`src/rtl/inst_queue_pkg.sv`:
```
// Shared types and sizing for the fetch-to-rename instruction queue.
package inst_queue_pkg;

    localparam int IQ_DEPTH  = 16;
    localparam int IQ_DATA_W = 32;

    typedef struct packed {
        logic [31:0]          pc;
        logic [IQ_DATA_W-1:0] inst;
    } fetch_packet_t;

endpackage

```
`src/rtl/inst_queue.sv`:
```
// In-order {pc, inst} queue between fetch and rename; circular buffer with wrap-bit pointers.
// Latency: a packet written at edge N is visible on out_* the cycle after; no bypass.
// Backpressure: in_ready = !full from registered state only; flush wins over any same-cycle handshake.
module inst_queue
    import inst_queue_pkg::*;
#(
    parameter int  DEPTH      = IQ_DEPTH,
    parameter int  DATA_WIDTH = IQ_DATA_W,
    localparam int PTR_W      = $clog2(DEPTH)
) (
    input  logic                  clk,
    input  logic                  rst,
    input  logic                  flush,
    input  logic                  in_valid,
    output logic                  in_ready,
    input  logic [DATA_WIDTH-1:0] in_inst,
    input  logic [31:0]           in_pc,
    output logic                  out_valid,
    input  logic                  out_ready,
    output logic [DATA_WIDTH-1:0] out_inst,
    output logic [31:0]           out_pc,
    output logic [PTR_W:0]        count
);

    typedef struct packed {
        logic [31:0]           pc;
        logic [DATA_WIDTH-1:0] inst;
    } entry_t;

    entry_t         mem_q [DEPTH];
    entry_t         rd_entry;
    logic [PTR_W:0] head_q, head_d;
    logic [PTR_W:0] tail_q, tail_d;
    logic           full, empty, enq, deq;

    always_comb begin
        empty  = (head_q == tail_q);
        full   = (head_q[PTR_W-1:0] == tail_q[PTR_W-1:0]) && (head_q[PTR_W] != tail_q[PTR_W]);
        enq    = in_valid && !full && !flush;
        deq    = out_ready && !empty && !flush;
        head_d = head_q;
        tail_d = tail_q;
        if (flush) begin
            head_d = '0;
            tail_d = '0;
        end else begin
            if (enq) tail_d = tail_q + (PTR_W+1)'(1);
            if (deq) head_d = head_q + (PTR_W+1)'(1);
        end
    end

    always_ff @(posedge clk or posedge rst) begin
        if (rst) begin
            head_q <= '0;
            tail_q <= '0;
        end else begin
            head_q <= head_d;
            tail_q <= tail_d;
        end
    end

    // Storage is deliberately not reset; out_* are only meaningful with out_valid.
    always_ff @(posedge clk) begin
        if (enq) mem_q[tail_q[PTR_W-1:0]] <= '{pc: in_pc, inst: in_inst};
    end

    assign rd_entry  = mem_q[head_q[PTR_W-1:0]];
    assign out_pc    = rd_entry.pc;
    assign out_inst  = rd_entry.inst;
    assign in_ready  = !full;
    assign out_valid = !empty;
    assign count     = tail_q - head_q;

endmodule

```
`config.mk`:
```
export PLATFORM = sky130hd
export DESIGN_NAME = inst_queue
export DESIGN_NICKNAME = d
export VERILOG_FILES = /design/src/rtl/inst_queue_pkg.sv /design/src/rtl/inst_queue.sv
export SDC_FILE = /design/constraint.sdc
export NUM_CORES = 1
export LEC_CHECK = 0
export CAP_MARGIN = 20
export CORE_ASPECT_RATIO = 0.75
export CORE_UTILIZATION = 40
export DETAILED_ROUTE_END_ITERATION = 10
export GPL_TIMING_DRIVEN = 0
export PLACE_DENSITY = 0.63
export SLEW_MARGIN = 20
export SYNTH_ARGS = -nofsm -noshare
export SYNTH_HDL_FRONTEND = slang
export SYNTH_SLANG_ARGS = --single-unit
```
`constraint.sdc`:
```
create_clock -name clk -period 7.1 [get_ports clk]
set_clock_uncertainty 0.15 [all_clocks]
set_input_delay 1.42 -clock clk [delete_from_list [all_inputs] [get_ports clk]]
set_output_delay 1.42 -clock clk [all_outputs]
set_load 0.02 [all_outputs]
```
==> results.yml <==
outcome:
  status: "complete, no violations"
sta:
  relSlewSlack_pct: 32.9
  setup_viol: 0
  hold_slack_ns: 0.504
  worst-slew-pin-transition_ns: 1.01
  slew_viol_final: 0
  fmax_ghz: 0.176
  period_minus_slack_ns: 5.67
  rsz0062_at_grt: "no"
  hold_viol_final: 0
  fin_tns_setup_ns: 0
  fin_crit_sh_pct: 79.9
routing:
  wl_per_cell_microns: 26.1
  drtPass1Iterations: 5
  routed_via_density: 5.48
  num_vias: 19100
  routed_wl_microns: 91200
  drt_iter0_markers: 1991
  drc: 0
  drt.antenna.violating_nets: 0
cts:
  cts_setup_buffers: 0
  cts_tree: "done"
  cts.sink_count: 1034
  clk_latency_ns: 0.65
  cts_resized: 0
  htree_levels: 3
  clk_pin_slew_ns: 0.06
  ctsRootBufferMaster: "clkbuf_16"
  hold_buffers: 0
  cts_buffer_depth: 3
  numCtsBuffers: 95
logic_synthesis:
  synth_warnings: 0
  synth_ff_type: "edfxtp_1"
  synth.avg_cell_area_sq_um: 22.0
  yosysTopAreaCell: "edfxtp_1"
  synth_most_common_cell: "edfxtp_1"
  synth_top_area_share_pct: 77.5
  netlist_area_sq_mm: 0.0397
  synth_edf_count: 1024
  syn_nets: 1884
  yosysSeqAreaShare_pct: 78.1
  synthCells: 1805
  netlist-cell-type-count: 33
  synthTopCellsByCount: "edfxtp_1, mux2i_1, mux4_2, o21ai_1, a221oi_1"
  synth_seq_cells: 1034
  synth_area_leaders: "edfxtp_1, mux4_2, mux2i_1"
  synth-async-reset-ratio_pct: 0.967
die:
  die_x_microns: 366
  core_area_sq_mm: 0.0979
  die_area_sq_mm: 0.101
  core.rowCount: 99
  start_util_pct: 40.6
  die_y_microns: 275
  io-pin-count: 140
hold_path:
  hold_end: "head_q[4]$_DFFE_PP0P_"
  worstHoldStart: "head_q[4]$_DFFE_PP0P_"
  holdPathStages: 2
  hp-class: "reg -> reg"
place:
  port-buffer-count: 139
  dp_cells: 3318
  place_hpwl_microns: 60500
  gp_congestion: 0.765
  placed_area_sq_mm: 0.0440
pwr:
  power.internal_mw: 10.5
  leakage_nw: 14.2
  seqPwrFrac_pct: 49.4
  share_comb_of_total_power_pct: 14.1
  switching_power_mw: 3.20
  powerDensity_mw_per_mm2: 291
  netSwitchingFraction_pct: 23.3
  clkPwrFrac_pct: 36.6
  ir_drop_v: 0.000199
worst_setup_path:
  ff2ff_path_depth: 13
  worstPathArrival_ns: 4.10
  timing.rr.end: "mem_q[3][38]$_DFFE_PP_"
  r2r_setup_slack_ns: 1.79
  start_kind: "register"
  r2r-start: "head_q[3]$_DFFE_PP0P_"
  required_ns: 5.53
  cp-end-kind: "output port"
  critPathKind: "reg -> out"
  cp_max_fo: 10
global_routing:
  grt_pass1_vias: 19700
  grt_max_degree: 22
  track_usage_pct: 18.1
  overflow: 0
  antenna_found_initial: 4
  grt_pass1_wl_microns: 133000
layout:
  final_cells: 3493
  layout-drive-gt1-share_pct: 21.1
  final_nets: 2181
  final_area_sq_mm: 0.0471
  area_delta_synth_final_pct: 18.6
  final_util_pct: 48.1
run:
  drv_cap: 0
==> worst max path at each step <==
stage | start | end | slack, ns | cells past startpoint
6_report | head_q[3]$_DFFE_PP0P_ | out_valid | 1.43 | 9
3_5_place_dp | head_q[3]$_DFFE_PP0P_ | mem_q[0][38]$_DFFE_PP_ | 1.78 | 13
2_1_floorplan | head_q[1]$_DFFE_PP0P_ | mem_q[12][0]$_DFFE_PP_ | 1.40 | 10
5_1_grt | head_q[1]$_DFFE_PP0P_ | count[4] | 1.24 | 9
3_3_place_gp | head_q[3]$_DFFE_PP0P_ | mem_q[11][37]$_DFFE_PP_ | -2.95 | 10
4_1_cts | head_q[3]$_DFFE_PP0P_ | out_valid | 1.35 | 9
==> through the flow <==
stage	setup slack [ns]	power (mW)
after global placement	-2.95	8.82
after global routing	1.24	14.2
final	1.43	13.7
after CTS	1.35	13.8
after detailed placement	1.78	8.86
after floorplan	1.40	8.15
==> final cells by class <==
| type | instances | area, sq um |
|---|---|---|
| fill | 7868 | 50800 |
| sequential | 1034 | 31000 |
| multi-input combinational | 657 | 8130 |
| clock buffer | 114 | 2550 |
| timing repair buffer | 200 | 2540 |
| tap | 1313 | 1640 |
| buffer | 105 | 678 |
| clock inverter | 59 | 490 |
| inverter | 9 | 33.8 |
| antenna | 2 | 5.00 |
==> registers in the layout, indices dropped and copies added, names as in the netlist <==
name / count
head_q: 5
mem_q: 1024
tail_q: 5
==> worst max-delay path, stage by stage (launching register included) <==
cell and delay (ns):
dfrtp_1 0.36, clkbuf_1 0.21, inv_1 0.11, clkbuf_1 0.63, clkbuf_1 0.66, ha_1 0.40, and4_1 0.21, clkbuf_1 0.15
nand2_1 0.10, clkdlybuf4s50_1 0.60
==> cells in the final DEF (no fill, tap or decap), types with 20 or more instances in the layout <==
master | Yosys | layout
a221oi_1 | 64 | 64
buf_8 | 7 | 28
clkinv_1 | 0 | 26
clkdlybuf4s50_1 | 0 | 139
o21ai_1 | 125 | 125
clkbuf_1 | 46 | 60
buf_12 | 0 | 27
edfxtp_1 | 1024 | 1024
buf_6 | 16 | 20
clkbuf_16 | 0 | 100
mux2i_1 | 194 | 194
mux4_2 | 192 | 192
==> power by group through the flow <==
stage / clock network, mW / logic, mW / registers, mW
global placement: 0 / 1.91 / 6.90
global route: 5.33 / 2.05 / 6.77
finish: 5.02 / 1.93 / 6.77
CTS: 5.10 / 1.97 / 6.77
detailed placement: 0 / 1.96 / 6.90
floorplan: 0 / 1.25 / 6.90
==> metal layers <==
layer	track usage, %	up-vias	part of all wire [%]
met5	0	-	0.027
met4	3.91	4	1.7
met3	3.35	121	6.6
met2	29.4	683	48
met1	25.7	10100	44
li1	-	8205	-
==> cell families (layout without fill, tap and decap cells) <==
kind of cell | count (synthesis) | in the layout | share of synthesized area [%]
xor gates and xnor gates | 12 | 12 | 0.284
buffers and inverters | 114 | 487 | 1.79
DFF | 1034 | 1034 | 78.1
AOI/OAI and AO/OA | 206 | 206 | 3.24
muxes | 386 | 386 | 15.8
adders and majority gates | 10 | 10 | 0.334
and+or+nand+nor | 43 | 43 | 0.485
other | 0 | 2 | 0
No activity file was read; power rests on OpenSTA's default activity.
